==> config.mk <==
export PLATFORM = sky130hd
export DESIGN_NAME = mem_access_unit
export DESIGN_NICKNAME = d
export VERILOG_FILES = /design/src/rtl/mau_pkg.sv /design/src/rtl/mau_lane_align.sv /design/src/rtl/mem_access_unit.sv
export SDC_FILE = /design/constraint.sdc
export NUM_CORES = 1
export LEC_CHECK = 0
export ABC_CLOCK_PERIOD_IN_PS = 4870
export BUFFER_PORTS_ARGS = -buffer_cell sky130_fd_sc_hd__buf_2
export CAP_MARGIN = 20
export CORE_MARGIN = 4
export CORE_UTILIZATION = 56
export CTS_CLUSTER_SIZE = 25
export DETAILED_ROUTE_END_ITERATION = 10
export PLACE_DENSITY = 0.82
export SYNTH_ARGS = -nofsm -noshare
export SYNTH_HDL_FRONTEND = slang
export SYNTH_SLANG_ARGS = --single-unit
==> constraint.sdc <==
create_clock -name CLK -period 4.87 [get_ports CLK]
set_input_delay 0.2435 -clock CLK [delete_from_list [all_inputs] [get_ports CLK]]
set_output_delay 0.2435 -clock CLK [all_outputs]
set_load 0.05 [all_outputs]
==> src/rtl/mau_pkg.sv <==
// Shared definitions for the memory access unit.
// Holds the request-op field layout, the access-size encodings, the
// controller state type and a helper that classifies illegal requests.
package mau_pkg;

    localparam int DATA_WIDTH_DEF = 32;

    // req_op layout: [3]=store, [2]=unsigned, [1:0]=size
    localparam int OP_STORE_BIT = 3;
    localparam int OP_UNS_BIT   = 2;

    localparam logic [1:0] SZ_BYTE = 2'b00;
    localparam logic [1:0] SZ_HALF = 2'b01;
    localparam logic [1:0] SZ_WORD = 2'b10;

    typedef enum logic [1:0] {
        IDLE = 2'b00,
        RD   = 2'b01,
        CAP  = 2'b10,
        WR   = 2'b11
    } state_t;

    // True when a request must be rejected without touching memory:
    // reserved size, "unsigned" store, or a misaligned half/word.
    function automatic logic op_error(input logic [3:0] op, input logic [1:0] offset);
        logic e;
        e = 1'b0;
        case (op[1:0])
            SZ_BYTE: e = 1'b0;
            SZ_HALF: e = offset[0];
            SZ_WORD: e = (offset != 2'b00);
            default: e = 1'b1;
        endcase
        if (op[OP_STORE_BIT] && op[OP_UNS_BIT]) begin
            e = 1'b1;
        end
        return e;
    endfunction

endpackage

==> src/rtl/mau_lane_align.sv <==
// Combinational byte-lane steering for the memory access unit.
// Ports:
//   i_word    - word read from memory
//   i_offset  - byte offset within the word (little-endian lanes)
//   i_size    - access size (SZ_BYTE / SZ_HALF / SZ_WORD)
//   i_uns     - zero-extend (1) or sign-extend (0) loads
//   i_wdata   - right-aligned store data
//   o_load    - extracted and extended load value
//   o_merged  - i_word with the store data written into the addressed lane
module mau_lane_align
    import mau_pkg::*;
(
    input  logic [31:0] i_word,
    input  logic [1:0]  i_offset,
    input  logic [1:0]  i_size,
    input  logic        i_uns,
    input  logic [31:0] i_wdata,
    output logic [31:0] o_load,
    output logic [31:0] o_merged
);

    logic [7:0]  w_byte;
    logic [15:0] w_half;

    // Lane selection: byte by offset*8, half by offset[1] (upper half = bits 31:16).
    always_comb begin
        w_byte = i_word[{i_offset, 3'b000} +: 8];
        if (i_offset[1]) begin
            w_half = i_word[31:16];
        end else begin
            w_half = i_word[15:0];
        end
    end

    // Extension of the load value and merge of store data into the read word.
    always_comb begin
        o_load   = 32'h0000_0000;
        o_merged = i_word;
        case (i_size)
            SZ_BYTE: begin
                o_load = i_uns ? {24'h00_0000, w_byte} : {{24{w_byte[7]}}, w_byte};
                o_merged[{i_offset, 3'b000} +: 8] = i_wdata[7:0];
            end
            SZ_HALF: begin
                o_load = i_uns ? {16'h0000, w_half} : {{16{w_half[15]}}, w_half};
                if (i_offset[1]) begin
                    o_merged[31:16] = i_wdata[15:0];
                end else begin
                    o_merged[15:0] = i_wdata[15:0];
                end
            end
            SZ_WORD: begin
                o_load   = i_word;
                o_merged = i_wdata;
            end
            default: begin
                o_load   = 32'h0000_0000;
                o_merged = i_word;
            end
        endcase
    end

endmodule

==> src/rtl/mem_access_unit.sv <==
// Load/store initiator between the MEM stage and a word-organised data memory.
// Converts byte-addressed LB/LBU/LH/LHU/LW/SB/SH/SW requests into word
// accesses; sub-word stores use read-modify-write; misaligned or illegal
// requests return err+done without a memory access.
// Ports:
//   CLK, RST_N            - clock, synchronous active-low reset
//   req_*                 - request handshake, op, byte address, store data
//   rdata, rdata_valid    - extended load result and its one-cycle strobe
//   done, err             - completion / rejection pulses
//   ADDR, RW_RD, din      - registered memory-side command (RW_RD=0 writes)
//   dout                  - memory read data, valid one cycle after ADDR
module mem_access_unit
    import mau_pkg::*;
#(
    parameter int DATA_WIDTH = DATA_WIDTH_DEF,
    parameter int ADDR_WIDTH = 10
) (
    input  logic                  CLK,
    input  logic                  RST_N,
    input  logic                  req_valid,
    output logic                  req_ready,
    input  logic [3:0]            req_op,
    input  logic [31:0]           req_addr,
    input  logic [DATA_WIDTH-1:0] req_wdata,
    output logic [DATA_WIDTH-1:0] rdata,
    output logic                  rdata_valid,
    output logic                  done,
    output logic                  err,
    output logic [ADDR_WIDTH-1:0] ADDR,
    output logic                  RW_RD,
    output logic [DATA_WIDTH-1:0] din,
    input  logic [DATA_WIDTH-1:0] dout
);

    state_t                r_state;
    logic [3:0]            r_op;
    logic [1:0]            r_offset;
    logic [DATA_WIDTH-1:0] r_wdata;
    logic [ADDR_WIDTH-1:0] r_mem_addr;
    logic                  r_rw_rd;
    logic [DATA_WIDTH-1:0] r_din;
    logic [DATA_WIDTH-1:0] r_rdata;
    logic                  r_rdata_valid;
    logic                  r_done;
    logic                  r_err;

    logic [31:0]           w_load;
    logic [31:0]           w_merged;
    logic                  w_unused;

    // Upper byte-address bits are dropped on purpose: addresses wrap.
    assign w_unused = ^req_addr[31:ADDR_WIDTH+2];

    mau_lane_align u_lane_align (
        .i_word   (dout),
        .i_offset (r_offset),
        .i_size   (r_op[1:0]),
        .i_uns    (r_op[OP_UNS_BIT]),
        .i_wdata  (r_wdata),
        .o_load   (w_load),
        .o_merged (w_merged)
    );

    assign req_ready   = (r_state == IDLE) && RST_N;
    assign ADDR        = r_mem_addr;
    assign RW_RD       = r_rw_rd;
    assign din         = r_din;
    assign rdata       = r_rdata;
    assign rdata_valid = r_rdata_valid;
    assign done        = r_done;
    assign err         = r_err;

    // Controller FSM and all registered outputs.
    always_ff @(posedge CLK) begin
        if (!RST_N) begin
            r_state       <= IDLE;
            r_op          <= 4'b0000;
            r_offset      <= 2'b00;
            r_wdata       <= '0;
            r_mem_addr    <= '0;
            r_rw_rd       <= 1'b1;
            r_din         <= '0;
            r_rdata       <= '0;
            r_rdata_valid <= 1'b0;
            r_done        <= 1'b0;
            r_err         <= 1'b0;
        end else begin
            r_rdata_valid <= 1'b0;
            r_done        <= 1'b0;
            r_err         <= 1'b0;
            case (r_state)
                IDLE: begin
                    if (req_valid) begin
                        r_op     <= req_op;
                        r_offset <= req_addr[1:0];
                        r_wdata  <= req_wdata;
                        if (op_error(req_op, req_addr[1:0])) begin
                            r_err  <= 1'b1;
                            r_done <= 1'b1;
                        end else begin
                            r_mem_addr <= req_addr[ADDR_WIDTH+1:2];
                            // Full-word stores skip the read and go straight to WR.
                            if (req_op[OP_STORE_BIT] && (req_op[1:0] == SZ_WORD)) begin
                                r_din   <= req_wdata;
                                r_rw_rd <= 1'b0;
                                r_state <= WR;
                            end else begin
                                r_state <= RD;
                            end
                        end
                    end
                end
                RD: begin
                    r_state <= CAP;
                end
                CAP: begin
                    if (r_op[OP_STORE_BIT]) begin
                        r_din   <= w_merged;
                        r_rw_rd <= 1'b0;
                        r_state <= WR;
                    end else begin
                        r_rdata       <= w_load;
                        r_rdata_valid <= 1'b1;
                        r_done        <= 1'b1;
                        r_state       <= IDLE;
                    end
                end
                WR: begin
                    r_rw_rd <= 1'b1;
                    r_done  <= 1'b1;
                    r_state <= IDLE;
                end
                default: begin
                    r_rw_rd <= 1'b1;
                    r_state <= IDLE;
                end
            endcase
        end
    end

endmodule

==> reports/results.md, run 1 <==
• **post-synth cell types** 59
• **power per cell area** 350 mW/mm^2
• **Lkg Pwr** 3.40 nW
• **wire length reported by the detailed router** 21.4 mm
• **critical path required time** 4.63 ns
• **via count of the first global-routing pass** 6,576
• **list of cells traversed by the critical path** clkinv_1 -> nand2_1 -> nor2_1 -> buf_2
• **number of flip-flops and latches in the synthesized netlist** 118
• **# Post-CTS Setup Buffers** 0
• **Data arrival, critical path** 3.06 ns
• **Hold/Removal Path Class** in2reg
• **initial antenna violation count** 0
• **post-route standard cell area excluding fillers** 0.00780 mm^2
• **CTS buffer count** 17
• **Period Utilization, post-route** 0.679
• **startpoint of the worst-slack reg-to-reg timing path** r_state[0]$_SDFFE_PN0P_
• **syn_nets** 833
• **post-cts sizing count** 0
• **Min-Delay Endpoint** r_wdata[15]$_SDFFE_PN0P_
• **destination of the worst register-to-register timing path** r_wdata[18]$_SDFFE_PN0P_
• **drt first-iter violations** 703
• **VDD IR max** 0.000247 V
• **instance area after placement** 0.00675 mm^2
• **clock insertion delay at the later pin of the skew report** 0.53 ns
• **core area** 0.0104 mm^2
• **XOR/XNOR Fraction of Synth Area** 0
• **GR Layer Usage met3** 0.0759
• **post-synthesis compound-gate area fraction** 0.336
• **number of vias after detailed routing** 6,689
• **final max-slew violation count** 0
• **max-cap check violation count** 0
• **Max transition margin** 0.280
• **Sw Ratio** 0.299
• **critical path fanouts, max** 26
• **average detailed-routed wire length per instance** 20.4 um
• **yosys synthesis warning count** 0
• **highest-delay cell along the critical path** sky130_fd_sc_hd__dfxtp_1
• **final count of negative-setup-slack endpoints** 0
• **main combinational cell family by area after synthesis** compound AO/OA/AOI/OAI gates
• **setup slack of the critical path after layout** 1.56 ns
• **largest net degree at the start of global routing** 53
• **highest clock rate** 302 MHz
• **Internal Pwr Total** 1.91 mW
• **post-synthesis to final-layout area growth** 30.4%
• **Logic pwr share** 0.172
• **CTS clock-pin slew for the worst setup and hold paths** 0.06 ns
• **met2 GRT Util** 0.569
• **chip height** 111 um
• **number of vias per cell** 6.38
• **Die X-Extent** 111 um
• **min Tclk post-route** 3.31 ns
• **synthesized-area fraction occupied by and/or/nand/nor cells** 0.157
• **final number of hold-violating endpoints** 0
• **leading register cell type out of synthesis** sky130_fd_sc_hd__dfxtp_1
• **clock network fraction of design power** 0.447
• **Initial Util** 0.576
• **most used cells in the layout excluding fill and tap cells** sky130_fd_sc_hd__buf_2, sky130_fd_sc_hd__nand2_1, sky130_fd_sc_hd__dfxtp_1
• **global-route wire length before repair** 34.1 mm
• **share of synthesized registers carrying an async set or reset** 0
• **leading cell type in the layout, fill and taps excluded** sky130_fd_sc_hd__buf_2
• **RSZ-0062 raised after global routing** no
• **fraction of synthesized area in multiplexers** 0.0477
• **part of the total power dissipated in sequential elements** 0.381
• **worst setup slack for register-to-register paths** 2.12 ns
• **port buffer count** 161
• **Antenna Cells** 0
• **sort of element at the start of the critical path** register
• **H-Tree Level Count** 4
• **maximum single-stage delay on the critical path** 0.96 ns
• **number of iterations in the first detailed-routing pass** 5
• **run status** finished clean
• **DRC violations left** 0
• **Sinks on Clock Net** 118
• **Root Driver** sky130_fd_sc_hd__clkbuf_8
• **synthesized cell area** 0.00598 mm^2
• **fraction of met1 tracks used by global routing** 0.412
• **final net count** 1,007
• **post-synthesis average cell area** 8.24 um^2
• **DP Wirelength** 14.7 mm
• **setup TNS** 0 ns
• **CTS hold repair buffers** 45
• **global-route usage over all layers** 0.340
• **worst hold path startpoint** req_wdata[15]
• **number of flops mapped to enable cells by yosys** 0
• **IO Count** 182
• **routing layer with the top usage in global route** met2
• **fraction of final layout cells with drive strength greater than 1** 0.250
• **sequential-to-total area share from yosys stat** 0.395
• **total grt overflow** 0
• **number of cells traversed by the worst hold path** 3
• **critical setup path kind** reg2out
• **maximum buffer depth of the clock tree** 2
• **worst setup timing slack at the placement stage** 2.03 ns
• **Worst Setup End Kind** primary output
• **net switching power of the design** 0.816 mW
• **worst clock skew on the final layout** 0.00814 ns
• **slew of the pin with the lowest slew margin** 1.08 ns
• **TritonCTS clock tree** built
• **r2r worst-path depth** 5
• **remaining number of nets flagged by the antenna check after routing** 0
• **gp weighted congestion** 0.891
• **adder and majority gate portion of the synthesized area** 0.0105
• **area of the die** 0.0124 mm^2
• **FP Rows** 37
• **cell count after synthesis** 725
-- Yosys cell counts (all sizes together) (12+ instances only) --
cell type,number,area share
dfxtp,118,0.40
nand2,125,0.079
buf,34,0.032
o211ai,27,0.034
nor2,48,0.031
o31ai,15,0.021
o21ai,55,0.046
mux2i,18,0.030
a21o,13,0.016
a221o,13,0.022
a22o,12,0.018
nand3,15,0.013
a21oi,79,0.067
a221oi,21,0.031
clkbuf,29,0.018
-- cell type report --
cell class	count	area [um^2]
clock buffers	18	428
clock inverters	14	154
fillers	757	2570
inverters	5	18.8
multi-input cells	539	3300
flip-flops and latches	118	2360
well taps	136	170
repair buffers	218	1360
-- cells by family after synthesis --
logic type / after synthesis
AOI/OAI and AO/OA: 289
adders and majority gates: 5
buffers and inverters: 68
DFF: 118
and+or+nand+nor: 218
muxes: 27
-- worst max-delay path: cells and delay by family (launching register included) --
| kind | cells | cell delay, ns |
|---|---|---|
| AND/OR/NAND/NOR | 2 | 0.58 |
| flip-flops | 1 | 0.96 |
| buffers and inverters | 2 | 0.98 |
-- state kept, by name, summed over array words and instances, names as in the netlist --
signal / cells
ADDR: 10
RW_RD: 1
din: 32
done: 1
err: 1
r_offset: 2
r_op: 4
r_state: 2
r_wdata: 32
rdata: 32
rdata_valid: 1
-- worst max path at each step --
stage | startpoint | endpoint
6_report | r_state[0]$_SDFFE_PN0P_ | req_ready
5_1_grt | r_state[0]$_SDFFE_PN0P_ | req_ready
4_1_cts | r_state[0]$_SDFFE_PN0P_ | req_ready
3_5_place_dp | RST_N | rdata[5]$_SDFFE_PN0P_
3_3_place_gp | r_state[0]$_SDFFE_PN0P_ | rdata[5]$_SDFFE_PN0P_
2_1_floorplan | r_offset[1]$_SDFFE_PN0P_ | din[28]$_SDFFE_PN0P_
-- power by group through the flow --
stage	clock network, mW	registers [mW]	logic, mW
6_report	1.22	1.04	0.468
4_1_cts	1.22	1.04	0.457
2_1_floorplan	0	1.11	0.240
3_5_place_dp	0	1.06	0.425
5_1_grt	1.28	1.04	0.503
3_3_place_gp	0	1.05	0.413
-- routing by layer --
layer	routed length (um)	up-vias
met1	8000	3146
met4	937	0
met3	2020	80
met5	0	-
met2	10400	419
li1	-	3044
-- per-stage QoR --
step | cells | total power, mW | hold WS, ns | util
4_1_cts | 1047 | 2.71 | 0.00644 | 0.750
3_5_place_dp | 970 | 1.48 | 0.439 | 0.651
6_report | 1048 | 2.73 | 0.00987 | 0.752
3_3_place_gp | 969 | 1.47 | 0.432 | 0.649
2_1_floorplan | 725 | 1.35 | 0.379 | -
5_1_grt | 1048 | 2.82 | 0.00467 | 0.752
Power figures use the tool's default switching activity.
==> run 2, diff against run 1 <==
--- a/config.mk
+++ b/config.mk
@@ -5,14 +5,15 @@
 export SDC_FILE = /design/constraint.sdc
 export NUM_CORES = 1
 export LEC_CHECK = 0
-export ABC_CLOCK_PERIOD_IN_PS = 4870
+export ABC_AREA = 1
+export ABC_CLOCK_PERIOD_IN_PS = 3300
 export BUFFER_PORTS_ARGS = -buffer_cell sky130_fd_sc_hd__buf_2
 export CAP_MARGIN = 20
 export CORE_MARGIN = 4
-export CORE_UTILIZATION = 56
+export CORE_UTILIZATION = 53
 export CTS_CLUSTER_SIZE = 25
 export DETAILED_ROUTE_END_ITERATION = 10
-export PLACE_DENSITY = 0.82
+export PLACE_DENSITY = 0.77
 export SYNTH_ARGS = -nofsm -noshare
 export SYNTH_HDL_FRONTEND = slang
 export SYNTH_SLANG_ARGS = --single-unit
==> constraint.sdc (replaced) <==
create_clock -name CLK -period 3.3 [get_ports CLK]
set_input_delay 0.165 -clock CLK [delete_from_list [all_inputs] [get_ports CLK]]
set_output_delay 0.165 -clock CLK [all_outputs]
set_load 0.05 [all_outputs]
==> run 2 against run 1 <==
Net effect:
- sequential share of layout area decreased by 1.6 points
- area after synthesis rose by 9.5%
- synthesized cell count up 44%
- combinational power increased by 70%
- via count grew 11%
- clock power increased by 56%
- sequential cell count unchanged
- largest power group unchanged
- highest routed layer unchanged
==> reports/results.md, run 2 <==
• **main combinational cell family by area after synthesis** simple AND/OR/NAND/NOR gates
• **Sinks on Clock Net** 118, unchanged
• **Crit. Startpoint** r_state[1]$_SDFFE_PN0P_
• **maximum single-stage delay on the critical path** 0.52 ns, -0.44 ns
• **DRC violations left** 0, unchanged
• **Initial Util** 0.543, -0.0335
• **most area-consuming cells after synthesis** sky130_fd_sc_hd__dfxtp_1, sky130_fd_sc_hd__nand2_1, sky130_fd_sc_hd__nor2_1, sky130_fd_sc_hd__o21ai_0, sky130_fd_sc_hd__a21oi_1
• **CTS clock-pin slew for the worst setup and hold paths** 0.06 ns, about the same
• **slew of the pin with the lowest slew margin** 0.725 ns, -0.355 ns
• **post-synthesis compound-gate area fraction** 0.182, -0.154
• **Most Frequent Cell on Critical Path** sky130_fd_sc_hd__nor2_1
• **average detailed-routed wire length per instance** 15.3 um, -25%
• **leading cell type in the layout, fill and taps excluded** sky130_fd_sc_hd__nand2_1
• **# Post-CTS Setup Buffers** 0, unchanged
• **total grt overflow** 0, unchanged
• **CTS buffer count** 17, unchanged
• **critical path fanouts, max** 40, +54%
• **maximum buffer depth of the clock tree** 2, unchanged
• **top cell family by delay on the critical path** simple AND/OR/NAND/NOR gates
• **setup TNS** 0 ns, unchanged
• **r2r worst-path depth** 9, +4
• **WP buf/inv** 4, +2
• **final number of hold-violating endpoints** 0, unchanged
• **critical path required time** 3.62 ns, -1.01 ns
• **most used cells in the layout excluding fill and tap cells** sky130_fd_sc_hd__nand2_1, sky130_fd_sc_hd__buf_2, sky130_fd_sc_hd__nor2_1
• **highest clock rate** 419 MHz
• **post-synthesis to final-layout area growth** 25.9%
• **gp weighted congestion** 0.979, +9.8%
• **Die X-Extent** 119 um, +7.0%
• **yosys synthesis warning count** 0, unchanged
• **synthesized-area fraction occupied by and/or/nand/nor cells** 0.348, +0.191
• **Hold/Removal Path Class** in2reg
• **fraction of met1 tracks used by global routing** 0.398, -0.0142
• **Lkg Pwr** 4.04 nW, +19%
• **Max transition margin** 0.516, +0.236
• **remaining number of nets flagged by the antenna check after routing** 0, unchanged
• **XOR/XNOR Fraction of Synth Area** 0, unchanged
• **max-cap check violation count** 0, unchanged
• **global-route usage over all layers** 0.300, -0.0398
• **Min Hold Slack** 0.0174 ns, +0.00751 ns
• **Yosys top cell area share** 0.361, -0.0344
• **routing layer with the top usage in global route** met2
• **post-synth top area cell** sky130_fd_sc_hd__dfxtp_1
• **number of flip-flops and latches in the synthesized netlist** 118, unchanged
• **adder and majority gate portion of the synthesized area** 0.00955, -0.000912
• **leading register cell type out of synthesis** sky130_fd_sc_hd__dfxtp_1
• **Antenna Cells** 0, unchanged
• **H-Tree Level Count** 4, unchanged
• **critical setup path kind** reg2reg
• **run status** finished clean
• **port buffer count** 161, unchanged
• **global-route wire length before repair** 34.3 mm, +0.63%
• **drt first-iter violations** 639, -9.1%
• **area of the die** 0.0142 mm^2, +15%
• **initial antenna violation count** 0, unchanged
• **final max-slew violation count** 0, unchanged
• **sort of element at the start of the critical path** register
• **core area** 0.0121 mm^2, +16%
• **timing endpoint of the critical path** ADDR[9]$_SDFFE_PN0P_
• **IO Count** 182, unchanged
• **destination of the worst register-to-register timing path** ADDR[9]$_SDFFE_PN0P_
• **cell count after synthesis** 1,045, +44%
• **power per cell area** 514 mW/mm^2, +47%
• **Data arrival, critical path** 2.70 ns, -0.36 ns
• **worst setup slack for register-to-register paths** 0.91 ns, -1.21 ns
• **final net count** 1,315, +31%
• **final count of negative-setup-slack endpoints** 0, unchanged
• **highest-delay cell along the critical path** sky130_fd_sc_hd__nor2_1
• **post-cts sizing count** 0, unchanged
• **startpoint of the worst-slack reg-to-reg timing path** r_state[1]$_SDFFE_PN0P_
• **most used standard cell by instance count after synthesis** sky130_fd_sc_hd__nand2_1
• **Root Driver** sky130_fd_sc_hd__clkbuf_16
• **wire length reported by the detailed router** 21.3 mm, -0.44%
• **GR Layer Usage met3** 0.0632, -0.0127
• **number of logic stages on the critical path including buffering** 9, +5
• **number of vias per cell** 5.34, -16%
• **largest net degree at the start of global routing** 73, +38%
• **worst clock skew on the final layout** 0.00898 ns, +0.000842 ns
• **list of cells traversed by the critical path** nor2_2 -> inv_2 -> nor2_2 -> inv_1 -> buf_4 -> nor2_1 -> clkinv_1 -> nor2_1 -> nor2_1
• **syn_nets** 1,153, +38%
• **VDD IR max** 0.000407 V, +65%
• **Worst Setup End Kind** register
• **post-synthesis average cell area** 6.27 um^2, -24%
• **number of cells traversed by the worst hold path** 3, unchanged
• **share of synthesized registers carrying an async set or reset** 0, unchanged
• **number of iterations in the first detailed-routing pass** 6, +1
• **fraction of synthesized area in multiplexers** 0, -0.0477
• **fraction of final layout cells with drive strength greater than 1** 0.193, -0.0572
• **clock insertion delay at the later pin of the skew report** 0.43 ns, -0.10 ns
• **leading cell types by count after synthesis** sky130_fd_sc_hd__nand2_1, sky130_fd_sc_hd__nor2_1, sky130_fd_sc_hd__dfxtp_1
• **number of vias after detailed routing** 7,401, +11%
• **chip height** 119 um, +7.0%
• **sequential-to-total area share from yosys stat** 0.361, -0.0344
• **FP Rows** 40, +8.1%
• **number of flops mapped to enable cells by yosys** 0, unchanged
• **met2 GRT Util** 0.465, -0.104
• **min Tclk post-route** 2.39 ns
• **TritonCTS clock tree** built
• **Period Utilization, post-route** 0.723
• **post-synth cell types** 36, -39%
• **via count of the first global-routing pass** 6,921, +5.2%
• **DP Wirelength** 14.9 mm, +1.4%
• **RSZ-0062 raised after global routing** no
• **synthesized cell area** 0.00655 mm^2, +9.5%
[run 2: cell types whose count changed in the layout (fill, tap and decap cells not counted), sizes merged, moves of 15 or more]
cell	previous run	this run
nor2	48	159
a221oi	21	0
o21ai	55	117
nand2	125	310
mux2i	18	0
nand3	15	59
inv	4	84
dlygate4sd3	45	30
o31ai	15	0
o211ai	27	8
[run 2: kinds of logic (layout without fill, tap and decap cells)]
group | Yosys count | in the layout
DFF | 118 | 118
and+or+nand+nor | 551 | 551
AOI/OAI and AO/OA | 224 | 224
buffers and inverters | 147 | 321
adders and majority gates | 5 | 5
[run 2: how the worst min path moves through the flow]
stage | from | end | slack [ns]
after floorplan | req_wdata[10] | r_wdata[10]$_SDFFE_PN0P_ | 0.30
after global placement | req_addr[3] | ADDR[1]$_SDFFE_PN0P_ | 0.39
after detailed placement | req_addr[3] | ADDR[1]$_SDFFE_PN0P_ | 0.39
after CTS | req_wdata[26] | r_wdata[26]$_SDFFE_PN0P_ | 0.0004
after global routing | req_wdata[30] | r_wdata[30]$_SDFFE_PN0P_ | 0.03
final | req_wdata[17] | r_wdata[17]$_SDFFE_PN0P_ | 0.02
[run 2: cell type report]
type	instances	area [um^2]
clock buffers	20	457
clock inverters	11	151
fillers	1111	3820
inverters	87	329
multi-input cells	780	3540
flip-flops and latches	118	2360
well taps	168	210
repair buffers	203	1200
[run 2: metal layers]
layer  up-vias  share of wire
met5         -              0
met4         0          0.034
met3        60          0.084
met2       331           0.45
met1      3326           0.43
li1       3684              -
[run 2: power breakdown]
part	total [mW]	leakage [nW]	internal [mW]	switching, mW
clock	1.90	0.284	1.22	0.674
combinational	0.794	2.80	0.244	0.550
sequential	1.55	0.963	1.50	0.0517
total	4.24	4.04	2.96	1.28
[run 2: per-stage QoR]
stage               power [mW]  setup slack (ns)   util  instance area [um^2]  std cells
floorplan                 2.11              1.47      -                  6550       1045
global placement          2.32             0.973  0.608                  7330       1326
detailed placement        2.32             0.957  0.608                  7330       1326
CTS                       4.24             0.942  0.683                  8240       1387
global route              4.42             0.685  0.683                  8240       1387
finish                    4.24             0.914  0.683                  8240       1387
[run 2: what timing repair did]
action / CTS / global route
endpoints found under the hold margin: 30 / 0
setup endpoints to repair: 0 / 0
hold buffers: 30 / 0
[run 2: tightest hold or removal path, stage by stage]
cell                     delay (ns)
sky130_fd_sc_hd__buf_2         0.10
sky130_fd_sc_hd__nor2_1        0.05
sky130_fd_sc_hd__nor2_1        0.09
==> run 3, diff against run 2 <==
--- a/config.mk
+++ b/config.mk
@@ -6,14 +6,14 @@
 export NUM_CORES = 1
 export LEC_CHECK = 0
 export ABC_AREA = 1
-export ABC_CLOCK_PERIOD_IN_PS = 3300
+export ABC_CLOCK_PERIOD_IN_PS = 2100
 export BUFFER_PORTS_ARGS = -buffer_cell sky130_fd_sc_hd__buf_2
 export CAP_MARGIN = 20
 export CORE_MARGIN = 4
-export CORE_UTILIZATION = 53
+export CORE_UTILIZATION = 48
 export CTS_CLUSTER_SIZE = 25
 export DETAILED_ROUTE_END_ITERATION = 10
-export PLACE_DENSITY = 0.77
+export PLACE_DENSITY = 0.73
 export SYNTH_ARGS = -nofsm -noshare
 export SYNTH_HDL_FRONTEND = slang
 export SYNTH_SLANG_ARGS = --single-unit
==> constraint.sdc (replaced) <==
create_clock -name CLK -period 2.1 [get_ports CLK]
set_input_delay 0.105 -clock CLK [delete_from_list [all_inputs] [get_ports CLK]]
set_output_delay 0.105 -clock CLK [all_outputs]
set_load 0.05 [all_outputs]
==> run 3 against run 2 <==
Net effect:
- final area is 3.5% higher
- non-clock buffer count grew 26
- via count decreased by 0.53%
- die area grew 9.7%
- combinational power rose by 61%
- sequential cell count unchanged
- clock-buffer cell count stayed put
- global-route usage fell by 2.6 points
- sequential power up 57%
- cell count rose by 2.5%
- critical path type unchanged
- highest routed layer unchanged
==> reports/results.md, run 3 (same netlist as run 2, synthesis figures left out) <==
• **global-route usage over all layers** 0.274, -0.0262
• **slew of the pin with the lowest slew margin** 0.552 ns, -0.173 ns
• **Hold/Removal Path Class** in2reg
• **chip height** 125 um, +4.7%
• **Worst Setup End Kind** register
• **critical path required time** 2.46 ns, -1.16 ns
• **DP Wirelength** 15.3 mm, +3.1%
• **Logic pwr share** 0.188, about the same
• **power per cell area** 801 mW/mm^2, +56%
• **clock network fraction of design power** 0.456, +0.009
• **run status** finished clean
• **# Post-CTS Setup Buffers** 0, unchanged
• **area of the die** 0.0156 mm^2, +9.7%
• **via count of the first global-routing pass** 6,894, -0.39%
• **clock insertion delay at the later pin of the skew report** 0.42 ns, about the same
• **final max-slew violation count** 0, unchanged
• **Initial Util** 0.492, -0.0504
• **worst clock skew on the final layout** 0.00512 ns, -0.00386 ns
• **leading cell type in the layout, fill and taps excluded** sky130_fd_sc_hd__nand2_1
• **most used cells in the layout excluding fill and tap cells** sky130_fd_sc_hd__nand2_1, sky130_fd_sc_hd__buf_2, sky130_fd_sc_hd__nor2_1
• **fraction of final layout cells with drive strength greater than 1** 0.198, +0.00545
• **final net count** 1,341, +2.0%
• **number of vias after detailed routing** 7,362, -0.53%
• **highest metal layer with signal wires** met4
• **critical setup path kind** reg2reg
• **total grt overflow** 0, unchanged
• **gp weighted congestion** 0.988, +0.92%
• **Internal Pwr Total** 4.82 mW, +63%
• **post-synthesis to final-layout area growth** 30.2%
• **critical path fanouts, max** 6, -85%
• **port buffer count** 161, unchanged
• **Sw Ratio** 0.295, -0.00605
• **final number of hold-violating endpoints** 0, unchanged
• **Lkg Pwr** 4.17 nW, +3.2%
• **average detailed-routed wire length per instance** 15.2 um, -0.70%
• **core area** 0.0133 mm^2, +10%
• **IO Count** 182, unchanged
• **number of iterations in the first detailed-routing pass** 5, -1
• **VDD IR max** 0.000583 V, +43%
• **TritonCTS clock tree** built
• **min Tclk post-route** 1.91 ns, -0.480 ns
• **post-route standard cell area excluding fillers** 0.00853 mm^2, +3.5%
• **FP Rows** 42, +5.0%
• **Root Driver** sky130_fd_sc_hd__clkbuf_16
• **maximum buffer depth of the clock tree** 2, unchanged
• **Max transition margin** 0.631, +0.115
• **net switching power of the design** 2.01 mW, +58%
• **Fillers** 1,247, +12%
• **Data arrival, critical path** 2.27 ns, -0.43 ns
• **highest clock rate** 525 MHz, +25%
• **H-Tree Level Count** 4, unchanged
• **RSZ-0062 raised after global routing** no
• **number of vias per cell** 5.18, -3.0%
• **sort of element at the start of the critical path** register
• **CTS buffer count** 17, unchanged
• **part of the total power dissipated in sequential elements** 0.356, -0.009
• **wire length reported by the detailed router** 21.7 mm, +1.8%
• **CTS clock-pin slew for the worst setup and hold paths** 0.05 ns, about the same
• **Met3 Routed Length** 1.70 mm, -5.1%
• **Antenna Cells** 0, unchanged
• **instance area after placement** 0.00743 mm^2, +1.3%
• **Metal-1 WL** 9.67 mm, +4.9%
• **Die X-Extent** 125 um, +4.7%
• **final count of negative-setup-slack endpoints** 0, unchanged
• **setup TNS** 0 ns, unchanged
• **Sinks on Clock Net** 118, unchanged
• **DRC violations left** 0, unchanged
• **drt first-iter violations** 576, -9.9%
• **Period Utilization, post-route** 0.908, +0.185
• **met2 wirelength from detailed routing** 9.84 mm, +3.3%
• **Min Hold Slack** 0.0160 ns, -0.00140 ns
• **initial antenna violation count** 0, unchanged
• **largest net degree at the start of global routing** 52, -29%
• **max-cap check violation count** 0, unchanged
• **global-route wire length before repair** 35.0 mm, +2.1%
• **remaining number of nets flagged by the antenna check after routing** 0, unchanged
[run 3: changes by cell type in the layout (fill, tap and decap cells not counted)]
cell	change
sky130_fd_sc_hd__inv_4	+1
sky130_fd_sc_hd__dlygate4sd3_1	+16
sky130_fd_sc_hd__buf_4	+9
sky130_fd_sc_hd__bufinv_16	+1
sky130_fd_sc_hd__o21ai_0	-1
sky130_fd_sc_hd__clkinvlp_4	+1
sky130_fd_sc_hd__o21ai_1	+1
sky130_fd_sc_hd__dfxtp_2	+1
sky130_fd_sc_hd__dfxtp_1	-1
sky130_fd_sc_hd__clkinv_4	-2
sky130_fd_sc_hd__buf_12	+1
[run 3: worst paths after layout]
kind / startpoint / end / slack, ns / cells after the start
worst max register to register: r_offset[1]$_SDFFE_PN0P_ / din[16]$_SDFFE_PN0P_ / 0.19 / 12
worst max-delay path: r_offset[1]$_SDFFE_PN0P_ / din[16]$_SDFFE_PN0P_ / 0.19 / 12
worst min-delay path: req_addr[0] / r_offset[0]$_SDFFE_PN0P_ / 0.02 / 3
worst min register to register: rdata[8]$_SDFFE_PN0P_ / rdata[8]$_SDFFE_PN0P_ / 0.46 / 2
[run 3: critical path: stages (launching register included)]
cell and delay (ns):
sky130_fd_sc_hd__dfxtp_2 0.39, sky130_fd_sc_hd__inv_1 0.07, sky130_fd_sc_hd__ha_1 0.32, sky130_fd_sc_hd__inv_1 0.07, sky130_fd_sc_hd__nor2_1 0.20, sky130_fd_sc_hd__nand2_1 0.13, sky130_fd_sc_hd__nor2_1 0.23, sky130_fd_sc_hd__nand2_1 0.09
sky130_fd_sc_hd__nand3_1 0.12, sky130_fd_sc_hd__nand2_1 0.07, sky130_fd_sc_hd__inv_1 0.06, sky130_fd_sc_hd__nor2_1 0.04, sky130_fd_sc_hd__nor2_1 0.07
[run 3: layout make-up]
class                           count  area [um^2]  area share
Tap cell                          176          220      0.0258
Clock buffer                       20          457      0.0536
Inverter                           87          330      0.0387
Timing Repair Buffer              229         1440       0.169
Sequential cell                   118         2360       0.277
Clock inverter                     12          176      0.0207
Multi-Input combinational cell    780         3540       0.415
[run 3: metal layers]
metal / global-route usage / vias to the layer above
li1: - / 3735
met1: 0.371 / 3295
met2: 0.438 / 297
met3: 0.0519 / 35
met4: 0.0909 / 0
met5: 0 / -
[run 3: power groups by stage]
stage / registers, mW / logic (mW) / clock network (mW)
2_1_floorplan: 2.59 / 0.724 / 0
3_3_place_gp: 2.48 / 1.19 / 0
3_5_place_dp: 2.48 / 1.20 / 0
4_1_cts: 2.43 / 1.27 / 3.15
5_1_grt: 2.44 / 1.42 / 3.23
6_report: 2.43 / 1.28 / 3.11
[run 3: timing repair]
item                                    4_1_cts  5_1_grt
hold endpoints to repair                     47        0
resized for setup                             0        3
hold buffers                                 46        0
endpoints found under the setup margin        0        5
[run 3: stage by stage]
stage | utilization | power [mW] | cells | worst slack, ns
finish | 0.641 | 6.83 | 1422 | 0.194
global route | 0.641 | 7.09 | 1422 | 0.0432
CTS | 0.641 | 6.85 | 1422 | 0.152
detailed placement | 0.559 | 3.67 | 1344 | 0.191
global placement | 0.559 | 3.67 | 1344 | 0.238
floorplan | - | 3.32 | 1045 | 0.269
